$ cat src/rtl/bbox_scan_ctrl_pkg.sv
// Shared types for the bounding-box scan controller: ray/box vectors, the
// no-hit distance and the scan state encoding.
package bbox_scan_ctrl_pkg;

    typedef struct packed {
        logic signed [15:0] x;
        logic signed [15:0] y;
        logic signed [15:0] z;
    } vec3;

    typedef struct packed {
        logic signed [35:0] x;
        logic signed [35:0] y;
        logic signed [35:0] z;
    } vec3_18_18;

    typedef struct packed {
        vec3 lo;
        vec3 hi;
    } bbox;

    localparam vec3 vec3_default = '{x: 16'sd0, y: 16'sd0, z: 16'sd0};

    localparam int DIST_W = 49;
    localparam logic [DIST_W-1:0] NO_HIT_DIST = {DIST_W{1'b1}};

    typedef enum logic [1:0] {
        IDLE  = 2'd0,
        ISSUE = 2'd1,
        DRAIN = 2'd2,
        DONE  = 2'd3
    } scan_state_e;

    // Strictly closer wins, so on a distance tie the earlier index is kept.
    function automatic logic closer_hit(input logic have_hit,
                                        input logic [DIST_W-1:0] cand,
                                        input logic [DIST_W-1:0] best);
        return !have_hit || (cand < best);
    endfunction

endpackage

$ cat src/rtl/stall_shift_reg.sv
// Fixed-depth delay line that advances one stage per unstalled cycle.
module stall_shift_reg #(
    parameter int WIDTH = 9,
    parameter int DEPTH = 5
) (
    input  logic             clk,
    input  logic             rst_n,
    input  logic             i_stall,
    input  logic [WIDTH-1:0] i_din,
    output logic [WIDTH-1:0] o_dout
);

    logic [WIDTH-1:0] r_stage [DEPTH];

    // Shift the line on unstalled cycles; reset empties every stage.
    always_ff @(posedge clk or negedge rst_n) begin
        if (!rst_n) begin
            for (int i = 0; i < DEPTH; i++) begin
                r_stage[i] <= {WIDTH{1'b0}};
            end
        end else if (!i_stall) begin
            r_stage[0] <= i_din;
            for (int i = 1; i < DEPTH; i++) begin
                r_stage[i] <= r_stage[i-1];
            end
        end
    end

    assign o_dout = r_stage[DEPTH-1];

endmodule

$ cat src/rtl/bbox_scan_ctrl.sv
// Streams boxes for one ray through an external intersection datapath and
// reports the closest hit (lowest index on ties).
module bbox_scan_ctrl
    import bbox_scan_ctrl_pkg::*;
#(
    parameter int IDX_W  = 8,
    parameter int DP_LAT = 4
) (
    input  logic              clk,
    input  logic              rst_n,
    input  logic              i_ray_valid,
    output logic              o_ray_ready,
    input  vec3               i_ray_orig,
    input  vec3_18_18         i_inv_ray_dir,
    input  logic [2:0]        i_div_by_zero,
    input  logic [IDX_W:0]    i_box_count,
    input  logic              i_mem_stall,
    output logic              o_box_rd_en,
    output logic [IDX_W-1:0]  o_box_rd_addr,
    input  bbox               i_box_rd_data,
    output logic              o_dp_stall,
    output vec3               o_dp_ray_orig,
    output vec3_18_18         o_dp_inv_ray_dir,
    output logic [2:0]        o_dp_div_by_zero,
    output bbox               o_dp_box,
    input  logic              i_dp_hit,
    input  logic [DIST_W-1:0] i_dp_dist,
    output logic              o_res_valid,
    input  logic              i_res_ready,
    output logic              o_res_hit,
    output logic [IDX_W-1:0]  o_res_idx,
    output logic [DIST_W-1:0] o_res_dist
);

    localparam int CNT_W = IDX_W + 1;
    localparam int TAG_W = IDX_W + 1;
    localparam int FLT_W = $clog2(DP_LAT + 2) + 1;
    localparam logic [CNT_W-1:0] CNT_ONE  = CNT_W'(1'b1);
    localparam logic [FLT_W-1:0] FLT_ONE  = FLT_W'(1'b1);
    localparam logic [FLT_W-1:0] FLT_ZERO = {FLT_W{1'b0}};

    scan_state_e       r_state;
    scan_state_e       w_next_state;
    vec3               r_ray_orig;
    vec3_18_18         r_inv_dir;
    logic [2:0]        r_dbz;
    logic [CNT_W-1:0]  r_box_count;
    logic [CNT_W-1:0]  r_issue_cnt;
    logic [FLT_W-1:0]  r_inflight;
    logic              r_best_hit;
    logic [IDX_W-1:0]  r_best_idx;
    logic [DIST_W-1:0] r_best_dist;

    logic              w_accept;
    logic              w_issue;
    logic              w_last_issue;
    logic              w_consume;
    logic              w_take;
    logic [TAG_W-1:0]  w_tag_in;
    logic [TAG_W-1:0]  w_tag_out;

    assign w_accept     = i_ray_valid && (r_state == IDLE);
    assign w_issue      = (r_state == ISSUE) && !i_mem_stall;
    assign w_last_issue = w_issue && ((r_issue_cnt + CNT_ONE) == r_box_count);

    assign o_dp_stall   = i_mem_stall || (r_state == IDLE) || (r_state == DONE);
    assign w_tag_in     = {w_issue, r_issue_cnt[IDX_W-1:0]};
    assign w_consume    = w_tag_out[TAG_W-1] && !o_dp_stall;
    assign w_take       = w_consume && i_dp_hit &&
                          closer_hit(r_best_hit, i_dp_dist, r_best_dist);

    // Valid/index tag rides alongside the memory read and the datapath.
    stall_shift_reg #(
        .WIDTH (TAG_W),
        .DEPTH (1 + DP_LAT)
    ) u_tag_line (
        .clk     (clk),
        .rst_n   (rst_n),
        .i_stall (o_dp_stall),
        .i_din   (w_tag_in),
        .o_dout  (w_tag_out)
    );

    // State register.
    always_ff @(posedge clk or negedge rst_n) begin
        if (!rst_n) begin
            r_state <= IDLE;
        end else begin
            r_state <= w_next_state;
        end
    end

    // Next-state and handshake decode.
    always_comb begin
        w_next_state = r_state;
        o_ray_ready  = 1'b0;
        o_box_rd_en  = 1'b0;
        case (r_state)
            IDLE: begin
                o_ray_ready = 1'b1;
                if (i_ray_valid) begin
                    if (i_box_count == {CNT_W{1'b0}}) begin
                        w_next_state = DONE;
                    end else begin
                        w_next_state = ISSUE;
                    end
                end else begin
                    w_next_state = IDLE;
                end
            end
            ISSUE: begin
                o_box_rd_en = !i_mem_stall;
                if (w_last_issue) begin
                    w_next_state = DRAIN;
                end else begin
                    w_next_state = ISSUE;
                end
            end
            DRAIN: begin
                if ((r_inflight == FLT_ZERO) || (w_consume && (r_inflight == FLT_ONE))) begin
                    w_next_state = DONE;
                end else begin
                    w_next_state = DRAIN;
                end
            end
            DONE: begin
                if (i_res_ready) begin
                    w_next_state = IDLE;
                end else begin
                    w_next_state = DONE;
                end
            end
            default: begin
                w_next_state = IDLE;
            end
        endcase
    end

    // Ray payload held steady for the datapath for the whole scan.
    always_ff @(posedge clk or negedge rst_n) begin
        if (!rst_n) begin
            r_ray_orig  <= vec3_default;
            r_inv_dir   <= '{x: 36'sd0, y: 36'sd0, z: 36'sd0};
            r_dbz       <= 3'b000;
            r_box_count <= {CNT_W{1'b0}};
        end else if (w_accept) begin
            r_ray_orig  <= i_ray_orig;
            r_inv_dir   <= i_inv_ray_dir;
            r_dbz       <= i_div_by_zero;
            r_box_count <= i_box_count;
        end
    end

    // Read address counter.
    always_ff @(posedge clk or negedge rst_n) begin
        if (!rst_n) begin
            r_issue_cnt <= {CNT_W{1'b0}};
        end else if (w_accept) begin
            r_issue_cnt <= {CNT_W{1'b0}};
        end else if (w_issue) begin
            r_issue_cnt <= r_issue_cnt + CNT_ONE;
        end
    end

    // Outstanding tags: issued but not yet consumed at the datapath output.
    always_ff @(posedge clk or negedge rst_n) begin
        if (!rst_n) begin
            r_inflight <= FLT_ZERO;
        end else begin
            case ({w_issue, w_consume})
                2'b10:   r_inflight <= r_inflight + FLT_ONE;
                2'b01:   r_inflight <= r_inflight - FLT_ONE;
                default: r_inflight <= r_inflight;
            endcase
        end
    end

    // Best-hit tracking, cleared when a new ray is accepted.
    always_ff @(posedge clk or negedge rst_n) begin
        if (!rst_n) begin
            r_best_hit  <= 1'b0;
            r_best_idx  <= {IDX_W{1'b0}};
            r_best_dist <= NO_HIT_DIST;
        end else if (w_accept) begin
            r_best_hit  <= 1'b0;
            r_best_idx  <= {IDX_W{1'b0}};
            r_best_dist <= NO_HIT_DIST;
        end else if (w_take) begin
            r_best_hit  <= 1'b1;
            r_best_idx  <= w_tag_out[IDX_W-1:0];
            r_best_dist <= i_dp_dist;
        end
    end

    assign o_box_rd_addr    = r_issue_cnt[IDX_W-1:0];
    assign o_dp_ray_orig    = r_ray_orig;
    assign o_dp_inv_ray_dir = r_inv_dir;
    assign o_dp_div_by_zero = r_dbz;
    assign o_dp_box         = i_box_rd_data;
    assign o_res_valid      = (r_state == DONE);
    assign o_res_hit        = r_best_hit;
    assign o_res_idx        = r_best_idx;
    assign o_res_dist       = r_best_dist;

endmodule

$ cat config.mk
export PLATFORM = sky130hd
export DESIGN_NAME = bbox_scan_ctrl
export DESIGN_NICKNAME = d
export VERILOG_FILES = /design/src/rtl/bbox_scan_ctrl_pkg.sv /design/src/rtl/stall_shift_reg.sv /design/src/rtl/bbox_scan_ctrl.sv
export SDC_FILE = /design/constraint.sdc
export NUM_CORES = 1
export LEC_CHECK = 0
export CAP_MARGIN = 15
export CORE_AREA = 2 2 254 256
export CTS_CLUSTER_DIAMETER = 150
export CTS_CLUSTER_SIZE = 30
export DETAILED_ROUTE_END_ITERATION = 7
export DIE_AREA = 0 0 256 258
export SYNTH_ARGS = -nofsm -noshare
export SYNTH_HDL_FRONTEND = slang
export SYNTH_SLANG_ARGS = --single-unit
$ cat constraint.sdc
create_clock -name clk -period 3.2 [get_ports clk]
set_input_delay 0.64 -clock clk [delete_from_list [all_inputs] [get_ports clk]]
set_output_delay 0.64 -clock clk [all_outputs]
set_load 0.01 [all_outputs]
==> load_flow_metrics.sql <==
INSERT INTO impl_metrics (metric_group, metric, value, unit) VALUES
('cells_and_area', 'fill_cells', '6646', ''),
('clock_network', 'cts_inserted_buffers', '13', ''),
('global_route', 'grt_start_max_net_pins', '84', ''),
('clock_network', 'cts-htree-levels', '1', ''),
('sta', 'fmax', '336.5', 'MHz'),
('floorplan', 'placementRows', '93', ''),
('sta', 'period_share', '92.86', '%'),
('sta', 'setup_viol', '0', ''),
('synthesis', 'ys_ff_latch', '286', ''),
('clock_network', 'post_cts.repair.setup_buffers', '0', ''),
('synthesis', 'ys_warn_count', '0', ''),
('setup_path', 'cp.arrival', '3.40', 'ns'),
('worst_hold_path', 'hold_path_class', 'input pin to async pin', ''),
('detailed_routing', 'avgRoutedWirePerCell', '16.47', 'µm'),
('global_route', 'first_global_vias', '11700', ''),
('detailed_routing', 'wl', '43770', 'µm'),
('clock_network', 'cts_tree', 'yes', ''),
('place', 'detailedPlace.worstSlack', '-0.2917', 'ns'),
('sta', 'final-max-slew-violation-count', '0', ''),
('cells_and_area', 'areaGrowthSynthToFinish', '40.27', '%'),
('floorplan', 'floorplan.core_area', '0.06365', 'mm²'),
('sta', 'post-route-worst-setup-slack', '0.2283', 'ns'),
('floorplan', 'design.die.area', '0.06605', 'mm²'),
('sta', 'period_needed', '2.972', 'ns'),
('setup_path', 'crit_required', '3.62', 'ns'),
('clock_network', 'clock_latency', '0.53', 'ns'),
('synthesis', 'yosysTopAreaCellShare', '44.11', '%'),
('detailed_routing', 'routed_via_density', '4.228', ''),
('sta', 'timing.clock.skew', '0.02982', 'ns'),
('run', 'max_cap_viols', '0', ''),
('floorplan', 'top_level_ports', '644', ''),
('global_route', 'grt_pass1_wl', '67770', 'µm'),
('synthesis', 'syn_area', '0.01345', 'mm²'),
('floorplan', 'die_h', '258', 'µm'),
('global_route', 'grt_remaining_overflow', '0', ''),
('synthesis', 'ys_seq_area_share', '53.68', '%'),
('sta', 'finalHoldViolations', '0', ''),
('sta', 'hold-worst-slack', '0.06810', 'ns'),
('synthesis', 'mapped_cells', '1464', ''),
('detailed_routing', 'drtPass1Iterations', '5', ''),
('global_route', 'grt.total_usage', '12.78', '%'),
('detailed_routing', 'drcViolationCount', '0', ''),
('global_route', 'grt_use_met2', '21.97', '%'),
('global_route', 'grtUsageMet1', '15.04', '%'),
('detailed_routing', 'detailroute.via_count', '11230', ''),
('sta', 'grt_setup_unrepaired', 'false', ''),
('global_route', 'grt-busiest-layer', 'met2', ''),
('setup_path', 'worst_setup_path_end_kind', 'flop', ''),
('detailed_routing', 'drtIter0Drc', '619', ''),
('synthesis', 'synth.distinct_cells', '45', ''),
('cells_and_area', 'drive_gt1_share', '9.384', '%'),
('global_route', 'groute.layer.met3.usage', '4.839', '%'),
('floorplan', 'die_w', '256', 'µm'),
('place', 'place_congestion', '0.8362', ''),
('cells_and_area', 'design.final.nets', '2169', ''),
('clock_network', 'clock_tree.buffer_depth', '3', ''),
('run_status', 'outcome', 'complete, no violations', ''),
('setup_path', 'critical_path_class', 'input pin to flop', ''),
('clock_network', 'post_cts_resized', '0', ''),
('place', 'post-dp-hpwl', '33000', 'µm'),
('clock_network', 'clock_sinks', '286', ''),
('clock_network', 'library_cell_used_as_clock_root_buffer', 'sky130_fd_sc_hd__clkbuf_16', ''),
('synthesis', 'syn_nets', '1837', ''),
('detailed_routing', 'antenna_violating_nets_post_route', '0', ''),
('sta', 'worst_pin_slew', '0.6163', 'ns'),
('clock_network', 'cts.clk_slew.worst_paths', '0.11', 'ns'),
('power', 'power', '15.74', 'mW'),
('power', 'maximum_vdd_drop', '0.0004830', 'V'),
('synthesis', 'synth_area_per_cell', '9.185', 'µm²'),
('sta', 'worst_slew_margin_rel', '58.91', '%'),
('place', 'io_buffers', '451', ''),
('setup_path', 'setup.worst_path.start_class', 'input pin', ''),
('clock_network', 'cts_hold_repair.buffers', '0', ''),
('setup_path', 'path_max_fanout', '16', ''),
('floorplan', 'initial_utilization', '21.13', '%'),
('synthesis', 'yosys.area.top_type', 'sky130_fd_sc_hd__dfrtp_1', ''),
('synthesis', 'largest_cells_by_area_after_synthesis', 'sky130_fd_sc_hd__dfrtp_1 44%, sky130_fd_sc_hd__nand2_1 15%, sky130_fd_sc_hd__dfstp_2 9.6%, sky130_fd_sc_hd__buf_4 6.0%, sky130_fd_sc_hd__ha_1 5.0%', ''),
('global_route', 'antenna_found_initial', '5', ''),
('power', 'power_leakage', '8.782', 'nW'),
('power', 'power_per_cell_area', '834.5', 'mW/mm²');
==> cell usage after synthesis (all sizes together) <==
master    n
nor2     12
or3b      2
and2      3
a311oi    1
nor2b     2
a221o     1
a311o     1
or4b      1
a41oi     1
a31oi     2
and3      4
xor2     11
a2111o    1
nand4b    1
nand3    16
nor3     51
or4       2
a221oi    2
o211ai    3
dfstp    49
o21a      2
nand4     5
or3       2
a21o      1
nand2   537
nor4      4
buf     132
o31ai     3
a211oi    1
o21ai    77
xnor2    10
o2111a    1
mux2     43
a22o      1
mux2i     1
clkbuf   50
dfrtp   237
a21oi    81
inv      56
ha       54
==> final cells by class <==
| cell class | count | area (µm²) | share of cell area [%] |
|---|---|---|---|
| diodes | 1 | 2.502 | 0.01327 |
| repair buffers | 499 | 5052 | 26.79 |
| multi-input cells | 940 | 4943 | 26.21 |
| clock buffers | 17 | 340.3 | 1.804 |
| inverters | 56 | 210.2 | 1.114 |
| clock inverters | 3 | 25.02 | 0.1327 |
| well taps | 855 | 1070 | 5.672 |
| flip-flops and latches | 286 | 7218 | 38.27 |
==> metal layers <==
layer  vias to the layer above  wire (µm)
li1                       5266          -
met1                      5442      17710
met2                       463      20910
met3                        55       4122
met4                         8        982
met5                         -         42
==> state kept, by name, summed over array words and instances, names as in the netlist <==
register / flops
r_inflight: 4
r_box_count: 9
o_dp_div_by_zero: 3
o_dp_ray_orig: 48
r_state: 2
u_tag_line.o_dout: 9
o_res_dist: 49
o_res_idx: 8
r_issue_cnt: 9
u_tag_line.r_stage: 36
o_res_hit: 1
o_dp_inv_ray_dir: 108
==> worst max-delay path, cell delays in order <==
cell and delay (ns):
sky130_fd_sc_hd__clkdlybuf4s50_1 0.47, sky130_fd_sc_hd__ha_1 0.34, sky130_fd_sc_hd__nand4_1 0.12, sky130_fd_sc_hd__or3_1 0.42
sky130_fd_sc_hd__or4_4 0.55, sky130_fd_sc_hd__a311o_2 0.38, sky130_fd_sc_hd__buf_4 0.21, sky130_fd_sc_hd__a21oi_1 0.17
sky130_fd_sc_hd__o21ai_0 0.10
==> path summary, 6_finish.rpt <==
check | slack [ns] | cells after the start | endpoint | start
min in group clk | 0.48 | 2 | u_tag_line.o_dout[8]$_DFFE_PN0N_ | u_tag_line.r_stage[17]$_DFFE_PN0N_
min reg2reg | 0.48 | 2 | u_tag_line.o_dout[8]$_DFFE_PN0N_ | u_tag_line.r_stage[17]$_DFFE_PN0N_
max reg2reg | 0.23 | 9 | o_res_dist[8]$_DFFE_PN1P_ | o_res_dist[48]$_DFFE_PN1P_
min | 0.07 | 1 | o_res_idx[5]$_DFFE_PN0P_ | rst_n
max | 0.23 | 9 | o_res_dist[8]$_DFFE_PN1P_ | i_dp_dist[46]
max in group asynchronous | 2.29 | 2 | o_dp_inv_ray_dir[27]$_DFFE_PN0P_ | rst_n
==> layout by cell type (no fill, tap or decap), types with 16 or more instances in the layout <==
cell	count
sky130_fd_sc_hd__nor3_1	51
sky130_fd_sc_hd__o21ai_0	45
sky130_fd_sc_hd__dfrtp_1	237
sky130_fd_sc_hd__nand3_1	16
sky130_fd_sc_hd__nand2_1	536
sky130_fd_sc_hd__ha_1	54
sky130_fd_sc_hd__inv_1	56
sky130_fd_sc_hd__a21oi_1	80
sky130_fd_sc_hd__mux2_2	43
sky130_fd_sc_hd__o21ai_1	32
sky130_fd_sc_hd__clkdlybuf4s50_1	449
sky130_fd_sc_hd__dfstp_2	49
sky130_fd_sc_hd__buf_4	35
==> per-stage QoR <==
stage	utilization, %	setup TNS (ns)	instances	instance area [µm²]
after floorplan	-	0	1464	13450
after CTS	29.63	0	2656	18860
after global placement	29.06	-12.40	2636	18490
after global routing	29.63	0	2656	18860
final	29.63	0	2657	18860
after detailed placement	29.06	-14.14	2636	18490
==> cell families after synthesis <==
| group | after synthesis | share of synthesized area, % |
|---|---|---|
| simple gates | 642 | 19.16 |
| flops | 286 | 53.68 |
| buf+inv | 238 | 9.872 |
| compound gates | 179 | 7.221 |
| fa+ha+maj | 54 | 5.025 |
| mux | 44 | 3.675 |
| xor+xnor | 21 | 1.368 |
==> power by group <==
part	switching [mW]	leakage (nW)	internal, mW
combinational	3.54	5.06	3.85
clock	1.24	0.179	0.781
sequential	1.03	3.54	5.31
total	5.80	8.78	9.94
Note: power is estimated with default switching activity, not from simulation.
==> RTL edit (same flow settings) <==
`DP_LAT`: 4 -> 8.
--- a/src/rtl/bbox_scan_ctrl.sv
+++ b/src/rtl/bbox_scan_ctrl.sv
@@ -4,7 +4,7 @@
     import bbox_scan_ctrl_pkg::*;
 #(
     parameter int IDX_W  = 8,
-    parameter int DP_LAT = 4
+    parameter int DP_LAT = 8
 ) (
     input  logic              clk,
     input  logic              rst_n,
Formal check against the unedited RTL: same outputs for any inputs over 4 cycles, from zero or initial values and one cycle with rst_n low; that may be too few to reach the edited logic, so the function may still have changed.
==> RTL edit against the unedited design <==
Routed wire length shrank 4.3%; sequential cell count grew 37; synthesized area grew 9.0%; fmax shrank 2.1%; clock power grew 9%; largest cell class unchanged; highest routed layer unchanged; cell area grew 7.4%; global-route usage shrank 0.48 points; worst setup slack lost 63 ps; total power grew 9.9%.
==> RTL edit: results (changes against the unedited design) <==
| Metric | Value |
|---|---|
| Placed cell area | `0.0199 mm^2 (+7.3%)` |
| CP max-delay cell | `dfstp_2` |
| Synth Area in XOR/XNOR | `0.0125 (-0.00113)` |
| Drt first pass iters | `4 (-1)` |
| CTS Buf Count | `14 (+1)` |
| # nets final | `1856 (-14%)` |
| Pwr Total | `0.0173 W (+9.9%)` |
| Fmax | `0.329 GHz (-2.1%)` |
| Reg2Reg Depth | `11 (+2)` |
| Top cells by area, synth | `dfrtp_1, mux2_2, dfstp_2, buf_4, ha_1` |
| Compound-cell area share of the yosys netlist | `0.0563 (-0.0159)` |
| WL/cell | `17.9 um (+8.5%)` |
| Detailed placement HPWL | `31.7 mm (-3.9%)` |
| Final worst clock skew | `32.2 ps (+2.34 ps)` |
| Worst-path clk slew | `130 ps (+20 ps)` |
| Status | `completed` |
| End of the worst register-to-register path | `o_res_dist[46]` |
| Reg power frac | `0.406 (+0.003)` |
| Post-synthesis mux area share | `0.198 (+0.161)` |
| Starting DRC count in detailed routing | `468 (-24%)` |
| GRT Overall Usage | `0.123 (-0.00476)` |
| R2r setup slk | `160 ps (-60 ps)` |
| Max VDD drop | `0.000539 V (+11%)` |
| Largest net degree at the start of global routing | `88 (+4.8%)` |
| Via count | `9913 (-12%)` |
| CP Data Arrival Time | `3510 ps (+110 ps)` |
| Max incr delay on CP | `580 ps (+30 ps)` |
| # fillers | `6396 (-3.8%)` |
| Vias in the first global route | `10600 (-9.3%)` |
| Int Power | `0.0116 W (+17%)` |
| Cell Pwr Density | `854 mW/mm^2 (+2.4%)` |
| Slew @ Worst Pin | `561 ps (-54.9 ps)` |
| Critical R2R Launch | `o_res_dist[44]` |
| Worst slack, placed | `-366 ps (-74.1 ps)` |
| Post-synthesis adder-cell area fraction | `0.0452 (-0.00500)` |
| Static leakage | `8.81 nW (+0.35%)` |
| # diodes | `0 (-1)` |
-- RTL edit: final cells by class --
type,count,area share
Clock buffer,18,0.0191
Clock inverter,2,0.000494
Sequential cell,323,0.402
Inverter,54,0.0100
Multi-Input combinational cell,585,0.263
Timing Repair Buffer,506,0.252
Tap cell,855,0.0528
-- RTL edit: metal layers --
layer	track usage	share of wire	wire length (um)	vias to the layer above
li1	-	-	-	4546
met1	0.150	0.41	17200	4934
met2	0.200	0.47	19700	387
met3	0.0536	0.096	4020	42
met4	0.0250	0.017	727	4
met5	0.0221	0.0048	201	-
-- RTL edit: how the worst max path moves through the flow --
stage                endpoint  cells past startpoint      startpoint
2_1_floorplan    o_res_idx[6]                      8   i_dp_dist[48]
3_3_place_gp     o_res_idx[4]                      9   i_dp_dist[44]
3_5_place_dp     o_res_idx[3]                      9   i_dp_dist[43]
4_1_cts          o_res_idx[3]                      9  o_res_dist[43]
5_1_grt         o_res_dist[5]                     11  o_res_dist[44]
6_report       o_res_dist[46]                     11  o_res_dist[44]
